`src/rtl/mqfu_sample_sequencer.sv`:
```
// Sample sequencer for the Madgwick quaternion filter core: streams IMU samples into the core,
// runs one update under a watchdog and returns the attitude quaternion on a result stream.
module mqfu_sample_sequencer #(
  parameter int unsigned ACC_WIDTH      = 16,
  parameter int unsigned Q_WIDTH        = 32,
  parameter int unsigned TIMEOUT_CYCLES = 4096,
  parameter int unsigned CNT_WIDTH      = 16
) (
  input  logic                   clk_i,
  input  logic                   rst_i,
  input  logic                   enable_i,
  input  logic                   clear_i,
  input  logic                   s_valid_i,
  output logic                   s_ready_o,
  input  logic [6*ACC_WIDTH-1:0] s_data_i,
  output logic [ACC_WIDTH-1:0]   core_a_x_o,
  output logic [ACC_WIDTH-1:0]   core_a_y_o,
  output logic [ACC_WIDTH-1:0]   core_a_z_o,
  output logic [ACC_WIDTH-1:0]   core_w_x_o,
  output logic [ACC_WIDTH-1:0]   core_w_y_o,
  output logic [ACC_WIDTH-1:0]   core_w_z_o,
  output logic                   core_start_o,
  input  logic                   core_done_i,
  input  logic [4*Q_WIDTH-1:0]   core_q_i,
  output logic                   m_valid_o,
  input  logic                   m_ready_i,
  output logic [4*Q_WIDTH-1:0]   m_data_o,
  output logic                   busy_o,
  output logic                   irq_o,
  output logic                   err_timeout_o,
  output logic [CNT_WIDTH-1:0]   update_cnt_o,
  output logic [CNT_WIDTH-1:0]   timeout_cnt_o
);

  localparam int unsigned WdogW = (TIMEOUT_CYCLES > 2) ? $clog2(TIMEOUT_CYCLES) : 1;
  localparam logic [WdogW-1:0] WdogLast = WdogW'(TIMEOUT_CYCLES - 1);

  typedef enum logic [1:0] {StIdle, StStart, StWait, StOut} state_e;

  state_e                 r_state, w_state_next;
  logic [WdogW-1:0]       r_wdog;
  logic [ACC_WIDTH-1:0]   r_ax, r_ay, r_az, r_wx, r_wy, r_wz;
  logic [4*Q_WIDTH-1:0]   r_m_data;
  logic                   r_irq;
  logic                   r_err;
  logic [CNT_WIDTH-1:0]   r_upd_cnt;
  logic [CNT_WIDTH-1:0]   r_to_cnt;

  logic w_accept, w_done_ok, w_timeout, w_handshake;

  assign w_accept    = (r_state == StIdle) && enable_i && s_valid_i;
  // Counter is zero only in the first WAIT cycle, which masks a stale level done.
  assign w_done_ok   = (r_state == StWait) && (r_wdog != '0) && core_done_i;
  assign w_timeout   = (r_state == StWait) && (r_wdog == WdogLast) && !w_done_ok;
  assign w_handshake = (r_state == StOut) && m_ready_i;

  always_ff @(posedge clk_i) begin
    if (rst_i) r_state <= StIdle;
    else       r_state <= w_state_next;
  end

  always_comb begin
    w_state_next = r_state;
    unique case (r_state)
      StIdle:  if (w_accept) w_state_next = StStart;
      StStart: w_state_next = StWait;
      StWait: begin
        if (w_done_ok)      w_state_next = StOut;
        else if (w_timeout) w_state_next = StIdle;
      end
      StOut:   if (w_handshake) w_state_next = StIdle;
      default: w_state_next = StIdle;
    endcase
  end

  always_comb begin
    s_ready_o    = (r_state == StIdle) && enable_i;
    core_start_o = (r_state == StStart);
    m_valid_o    = (r_state == StOut);
    busy_o       = (r_state != StIdle);
  end

  always_ff @(posedge clk_i) begin
    if (rst_i) begin
      r_wdog   <= '0;
      r_ax     <= '0;
      r_ay     <= '0;
      r_az     <= '0;
      r_wx     <= '0;
      r_wy     <= '0;
      r_wz     <= '0;
      r_m_data <= '0;
      r_irq    <= 1'b0;
    end else begin
      if (w_accept) begin
        r_ax   <= s_data_i[0*ACC_WIDTH +: ACC_WIDTH];
        r_ay   <= s_data_i[1*ACC_WIDTH +: ACC_WIDTH];
        r_az   <= s_data_i[2*ACC_WIDTH +: ACC_WIDTH];
        r_wx   <= s_data_i[3*ACC_WIDTH +: ACC_WIDTH];
        r_wy   <= s_data_i[4*ACC_WIDTH +: ACC_WIDTH];
        r_wz   <= s_data_i[5*ACC_WIDTH +: ACC_WIDTH];
        r_wdog <= '0;
      end else if ((r_state == StWait) && (r_wdog != WdogLast)) begin
        r_wdog <= r_wdog + 1'b1;
      end
      if (w_done_ok) r_m_data <= core_q_i;
      r_irq <= w_handshake;
    end
  end

  // clear_i takes priority over any same-cycle increment or error set.
  always_ff @(posedge clk_i) begin
    if (rst_i || clear_i) begin
      r_err     <= 1'b0;
      r_upd_cnt <= '0;
      r_to_cnt  <= '0;
    end else begin
      if (w_handshake) r_upd_cnt <= r_upd_cnt + 1'b1;
      if (w_timeout) begin
        r_err <= 1'b1;
        if (r_to_cnt != '1) r_to_cnt <= r_to_cnt + 1'b1;
      end
    end
  end

  assign core_a_x_o    = r_ax;
  assign core_a_y_o    = r_ay;
  assign core_a_z_o    = r_az;
  assign core_w_x_o    = r_wx;
  assign core_w_y_o    = r_wy;
  assign core_w_z_o    = r_wz;
  assign m_data_o      = r_m_data;
  assign irq_o         = r_irq;
  assign err_timeout_o = r_err;
  assign update_cnt_o  = r_upd_cnt;
  assign timeout_cnt_o = r_to_cnt;

endmodule
```
`config.mk`:
```
export PLATFORM = sky130hd
export DESIGN_NAME = mqfu_sample_sequencer
export DESIGN_NICKNAME = d
export VERILOG_FILES = /design/src/rtl/mqfu_sample_sequencer.sv
export SDC_FILE = /design/constraint.sdc
export NUM_CORES = 1
export LEC_CHECK = 0
export ABC_AREA = 1
export CORE_AREA = 10 10 181 183
export DETAILED_ROUTE_END_ITERATION = 10
export DIE_AREA = 0 0 191 193
export PLACE_DENSITY_LB_ADDON = 0.12
export RECOVER_POWER = 25
export SLEW_MARGIN = 0
export SYNTH_ARGS = -nofsm -noshare
export SYNTH_HDL_FRONTEND = slang
export SYNTH_SLANG_ARGS = --single-unit
```
`constraint.sdc`:
```
create_clock -name clk_i -period 2.02 [get_ports clk_i]
set_clock_uncertainty 0.05 [all_clocks]
set_input_delay 0.202 -clock clk_i [delete_from_list [all_inputs] [get_ports clk_i]]
set_output_delay 0.202 -clock clk_i [all_outputs]
set_load 0.02 [all_outputs]
```
==> flow_summary_export.csv, run 1 <==
group,metric,value,unit
run_status,result_of_the_run,"finished, final reports clean",
cts,cts-root-to-sink-buffers,3,
die,fp.dieW,191,um
grt,residual_overflow_from_global_routing,0,
synth,synth.cell_area,0.0105,mm2
finish,fin_area,0.0168,mm2
place,place_inst,2198,
finish,multi_input_area,0.00439,mm2
die,die-height,193,um
place,placement.cell_area,0.0158,mm2
finish,final_layout_size_suffix_gt1_frac,0.0599,
synth,synth_top_family_by_area,"simple AND/OR/NAND/NOR gates",
synth,register_bit_count_reported_by_yosys,272,
synth,muxShareOfSynthArea,0,
critical_path,path_cells,"clkdlybuf4s50_1",
die,dieArea,0.0369,mm2
synth,synth_simple_gate_area_share,0.264,
worst_hold_path,hold_path_startpoint,"s_data_i[74]",
die,ioPinCount,493,
timing,drv_slew,0,
cts,cts_made_buffers,31,
detailed_routing,drtAntennaViolNets,0,
critical_path,slowest_delay,0.73,ns
place,preCtsSetupSlack,0.0448,ns
critical_path,crit_type,"reg2out",
finish,utilization,0.575,
synth,number_of_instances_in_the_synthesized_netlist,1377,
place,post-dp-hpwl,30600,um
cts,cts-htree-levels,1,
grt,grt_max_degree,78,
grt,first_global_vias,10484,
die,placeableCoreArea,0.0292,mm2
power_and_ir_drop,leakage_power_of_the_design,6.02,nW
timing,rsz0062_at_grt,"false",
synth,synth-edff-count,0,
critical_path,end_kind,"output port",
finish,n_fill_cell,2663,
worst_hold_path,min_path_type,"in2reg",
flow_run,number_of_max_cap_violations,0,
critical_path,rr_startpoint,"r_wdog[0]",
die,std_cell_rows,63,
finish,final_cell_count_no_fill,2262,
place,numPortBuffers,492,
critical_path,cp.required,1.77,ns
detailed_routing,via_density_per_instance,4.78,
timing,finalSetupViolations,0,
grt,antenna_found_initial,2,
synth,asyncSetResetFlopFracSynth,0,
timing,worst_tran_pin_value,1.21,ns
timing,max_freq,508,MHz
power_and_ir_drop,vdd.ir_drop.worst,0.000667,V
detailed_routing,drc,0,
synth,ys_types,31,
detailed_routing,number_of_search_and_repair_iterations_in_the_first_detailed_routing_pass,5,
synth,yosysWarningCount,0,
synth,sequential_area_share_after_synthesis,0.521,
detailed_routing,wirelength,41900,um
timing,worst_slack,0.0526,ns
timing,post-route-min-period,1.97,ns
finish,most_common_library_cell_in_the_layout_ignoring_fill_and_taps,"sky130_fd_sc_hd__clkdlybuf4s50_1",
die,floorplan.initialDensity,0.358,
place,routabilityCongestion,0.834,
critical_path,critical_path.max_fanout,5,
synth,synth_xor_xnor_area_share,0.0142,
cts,tritoncts,"built",
detailed_routing,via_count,10802,
critical_path,worstPathBufferInverterCount,1,
synth,synth-compound-area-share,0.136,
synth,postSynthNetCount,1612,
power_and_ir_drop,power.density,880,mW/mm2
grt,grt_first_pass_wirelength,61900,um
cts,clock_sink_count,272,
detailed_routing,drt_iter0_markers,575,
critical_path,crit_family,"buffers and inverters",
cts,clkSlewWorstSetupHoldPaths,0.06,ns
cts,worst_skew_pair.late_latency,0.54,ns
synth,synth_flop_cell,"sky130_fd_sc_hd__dfxtp_1",
grt,global_route.usage.total,0.211,
critical_path,crit_path_top_delay_cell,"sky130_fd_sc_hd__clkdlybuf4s50_1",
finish,layout.cells.most_common_list,"sky130_fd_sc_hd__clkdlybuf4s50_1 (470), sky130_fd_sc_hd__nor2_1 (313), sky130_fd_sc_hd__dfxtp_1 (272)",
timing,worst_slew_margin_rel,0.190,
cts,cts.root.buffer_cell,"sky130_fd_sc_hd__clkbuf_16",
critical_path,worst_setup_path_start_kind,"register",
synth,synthAdderAreaFrac,0.00478,
critical_path,setup.worst_path.start,"timeout_cnt_o[4]",
detailed_routing,routed_wire_length_per_instance,18.5,um
critical_path,timing.critical_path.arrival,1.72,ns
timing,finalCritPeriodShare,0.974,
timing,finalHoldViolCount,0,
finish,synth_to_final_area_change,60.9,%
finish,register_area,0.00545,mm2
finish,nNetsFinal,2084,
synth,synthesis.area_per_instance,7.60,um2
## power by group
group	internal (mW)	switching, mW	total, mW
Sequential	5.74	0.205	5.95
Combinational	1.58	1.90	3.48
Clock	3.20	2.18	5.38
Total	10.5	4.29	14.8
## routing by layer
layer,global-route usage,share of wire,vias up
li1,-,-,5410
met1,0.243,0.39,4928
met2,0.350,0.47,408
met3,0.0867,0.11,56
met4,0.0651,0.028,0
met5,0,0,-
## timing repair
action | 4_1_cts | 5_1_grt
endpoints found under the setup margin | 3 | 132
hold buffers | 2 | 0
gates cloned | 1 | 1
buffers inserted | 1 | 3
pin swaps | 1 | 2
endpoints found under the hold margin | 7 | 0
resized for setup | 3 | 4
## logic make-up (layout without fill, tap and decap cells)
kind of cell | count (synthesis) | count (layout)
xor+xnor | 17 | 17
other cells | 0 | 3
buf+inv | 141 | 633
compound gates | 276 | 276
simple gates | 667 | 667
fa+ha+maj | 4 | 4
flops | 272 | 272
## registers in the layout (all words and copies together), names as in the netlist, 2 cells and up
| register | cells |
|---|---|
| timeout_cnt_o | 16 |
| core_w_z_o | 16 |
| core_a_x_o | 16 |
| core_a_z_o | 16 |
| core_w_x_o | 16 |
| r_wdog | 12 |
| core_a_y_o | 16 |
| r_state | 2 |
| core_w_y_o | 16 |
| update_cnt_o | 16 |
| m_data_o | 128 |
## per-stage QoR
stage	power (mW)	setup TNS (ns)	hold WS (ns)
final	14.8	0	0.180
after global routing	15.5	0	0.166
after floorplan	7.74	0	0.316
after CTS	15.0	-0.0109	0.153
after global placement	9.39	0	0.397
after detailed placement	9.41	0	0.402
## final cells by class
class,instances,share of cell area
multi-input combinational,964,0.261
clock buffer,49,0.0567
sequential,272,0.324
clock inverter,4,0.00171
antenna,3,0.000446
tap,390,0.0290
inverter,50,0.0113
timing repair buffer,530,0.317
## final timing paths
kind | slack, ns | cells after the start | to
worst max-delay path | 0.05 | 1 | timeout_cnt_o[4]
worst min-delay path | 0.18 | 3 | core_w_y_o[10]
worst max register to register | 0.16 | 9 | r_wdog[4]
worst min register to register | 0.41 | 2 | err_timeout_o
## cell usage after synthesis, drive strengths merged (4+ instances only)
cell / number / share of area
nand2: 217 / 0.080
clkbuf: 50 / 0.018
nand3: 114 / 0.056
xor2: 10 / 0.0084
nor3: 5 / 0.0024
nor2: 321 / 0.12
xnor2: 7 / 0.0059
dfxtp: 272 / 0.52
buf: 41 / 0.025
nand4: 7 / 0.0042
o21ai: 144 / 0.069
a21oi: 129 / 0.065
ha: 4 / 0.0048
inv: 50 / 0.018
Note: power is estimated with default switching activity, not from simulation.
==> inputs of run 2 (changes only) <==
Settings changed: GPL_TIMING_DRIVEN set to 0.
==> flow_summary_export.csv, run 2 (same netlist as run 1, synthesis figures left out) <==
group,metric,value,unit
place,post-dp-hpwl,34300,um
die,floorplan.initialDensity,0.358,
run_status,result_of_the_run,"finished, final reports clean",
die,std_cell_rows,63,
timing,post-route-min-period,1.95,ns
worst_hold_path,hold_path_startpoint,"s_data_i[1]",
critical_path,cp.required,1.77,ns
critical_path,crit_path_top_delay_cell,"sky130_fd_sc_hd__clkdlybuf4s50_1",
power_and_ir_drop,sw_frac_of_total,0.289,
finish,synth_to_final_area_change,62.5,%
grt,antenna_found_initial,2,
finish,flip_flop_count_of_the_largest_register_after_layout,128,
die,die-height,193,um
power_and_ir_drop,leakage_power_of_the_design,6.40,nW
finish,final_cell_count_no_fill,2322,
die,fp.dieW,191,um
detailed_routing,routed_wire_length_per_instance,18.8,um
critical_path,critical_path.max_fanout,7,
timing,worst_tran_pin_value,0.589,ns
timing,finalCritPeriodShare,0.966,
worst_hold_path,whs_path_depth,3,
power_and_ir_drop,switchingPower,4.38,mW
critical_path,slowest_delay,0.74,ns
power_and_ir_drop,p_seq_frac,0.393,
critical_path,reg2regPathDepth,9,
critical_path,timing.critical_path.arrival,1.70,ns
finish,nNetsFinal,2142,
power_and_ir_drop,clockPowerShare,0.388,
power_and_ir_drop,finalPower,15.2,mW
cts,cts-htree-levels,2,
detailed_routing,via_density_per_instance,4.76,
detailed_routing,number_of_search_and_repair_iterations_in_the_first_detailed_routing_pass,5,
cts,cts-root-to-sink-buffers,3,
timing,max_freq,512,MHz
place,preCtsSetupSlack,-0.204,ns
grt,residual_overflow_from_global_routing,0,
place,place_inst,2257,
grt,first_global_vias,10632,
cts,tritoncts,"built",
critical_path,crit_type,"reg2out",
timing,fin_hold_ws,0.229,ns
critical_path,end_kind,"output port",
timing,worst_slack,0.0684,ns
timing,drv_slew,0,
detailed_routing,via_count,11045,
place,routabilityCongestion,0.867,
cts,clkSlewWorstSetupHoldPaths,0.06,ns
grt,grt_max_degree,13,
critical_path,path_cells,"clkdlybuf4s50_1",
power_and_ir_drop,power.share.combinational,0.219,
power_and_ir_drop,power.density,891,mW/mm2
die,dieArea,0.0369,mm2
detailed_routing,wirelength,43600,um
critical_path,reg2reg_to,"m_data_o[17]",
place,numPortBuffers,490,
detailed_routing,drt_iter0_markers,497,
finish,most_common_library_cell_in_the_layout_ignoring_fill_and_taps,"sky130_fd_sc_hd__clkdlybuf4s50_1",
critical_path,rrSetupSlack,0.12,ns
critical_path,rr_startpoint,"r_wdog[0]",
critical_path,worstPathBufferInverterCount,1,
worst_hold_path,hold_path_end,"core_a_x_o[1]",
cts,worst_skew_pair.late_latency,0.50,ns
worst_hold_path,min_path_type,"in2reg",
cts,cts.root.buffer_cell,"sky130_fd_sc_hd__clkbuf_16",
die,ioPinCount,493,
critical_path,worst_setup_path_start_kind,"register",
cts,cts_hold_buf,0,
timing,worst_slew_margin_rel,0.607,
grt,global_route.usage.total,0.222,
power_and_ir_drop,vdd.ir_drop.worst,0.000763,V
timing,rsz0062_at_grt,"false",
cts,clock_sink_count,272,
finish,layout.cells.most_common_list,"sky130_fd_sc_hd__clkdlybuf4s50_1 (378), sky130_fd_sc_hd__nor2_1 (313), sky130_fd_sc_hd__dfxtp_1 (269)",
critical_path,crit_family,"buffers and inverters",
timing,finalHoldViolCount,0,
detailed_routing,drc,0,
timing,finalSetupViolations,0,
grt,grt_first_pass_wirelength,63500,um
die,placeableCoreArea,0.0292,mm2
cts,cts_made_buffers,34,
power_and_ir_drop,intPower,10.8,mW
flow_run,number_of_max_cap_violations,0,
detailed_routing,drtAntennaViolNets,0,
critical_path,path_depth,1,
finish,final_layout_size_suffix_gt1_frac,0.0663,
==> run 2: changes by cell type in the layout (fill, tap and decap cells not counted), sizes merged <==
cell           previous run  this run
clkinv                    1         4
diode                     3         1
clkbuf                   58       108
dlygate4sd2               2         0
inv                      51        50
bufbuf                    1         0
clkdlybuf4s50           470       378
dlygate4sd3              17       109
buf                      31        44
==> run 2: timing repair <==
action,4_1_cts,5_1_grt
buffers inserted,1,3
endpoints found under the setup margin,3,88
pin swaps,1,2
resized for setup,7,13
==> run 2: layer usage <==
layer | track usage | vias to the layer above | part of all wire
met2 | 0.379 | 408 | 0.48
met4 | 0.0666 | 2 | 0.024
met5 | 0 | - | 0.00030
met1 | 0.245 | 5027 | 0.38
li1 | - | 5544 | -
met3 | 0.0977 | 64 | 0.11
==> run 2: final cells by class <==
type | count | area (um2)
diodes | 1 | 2.50
plain buffers | 91 | 465
clock buffers | 54 | 1060
clock inverters | 6 | 35.0
fillers | 2714 | 12200
inverters | 50 | 188
multi-input cells | 964 | 4400
flip-flops and latches | 272 | 5450
well taps | 390 | 488
repair buffers | 494 | 4920
==> run 2: worst max path at each step <==
stage,slack [ns],endpoint,from
2_1_floorplan,0.27,timeout_cnt_o[6],timeout_cnt_o[0]
3_3_place_gp,-0.19,s_ready_o,enable_i
3_5_place_dp,-0.20,s_ready_o,enable_i
4_1_cts,0.02,busy_o,r_state[1]
5_1_grt,0.006,m_data_o[22],r_wdog[0]
6_report,0.07,timeout_cnt_o[2],timeout_cnt_o[2]
==> run 2: per-stage QoR <==
step | TNS, ns | util | area, um2
global route | 0 | 0.581 | 17000
finish | 0 | 0.581 | 17000
floorplan | 0 | - | 10500
detailed placement | -1.07 | 0.542 | 15900
CTS | 0 | 0.580 | 17000
global placement | -0.560 | 0.542 | 15900
==> run 2: power groups by stage <==
stage,Clock (mW),Combinational (mW),Sequential [mW]
after floorplan,0,1.28,6.47
after global placement,0,3.38,6.05
after detailed placement,0,3.40,6.07
after CTS,6.04,3.45,5.96
after global routing,6.25,3.63,6.00
final,5.87,3.32,5.96
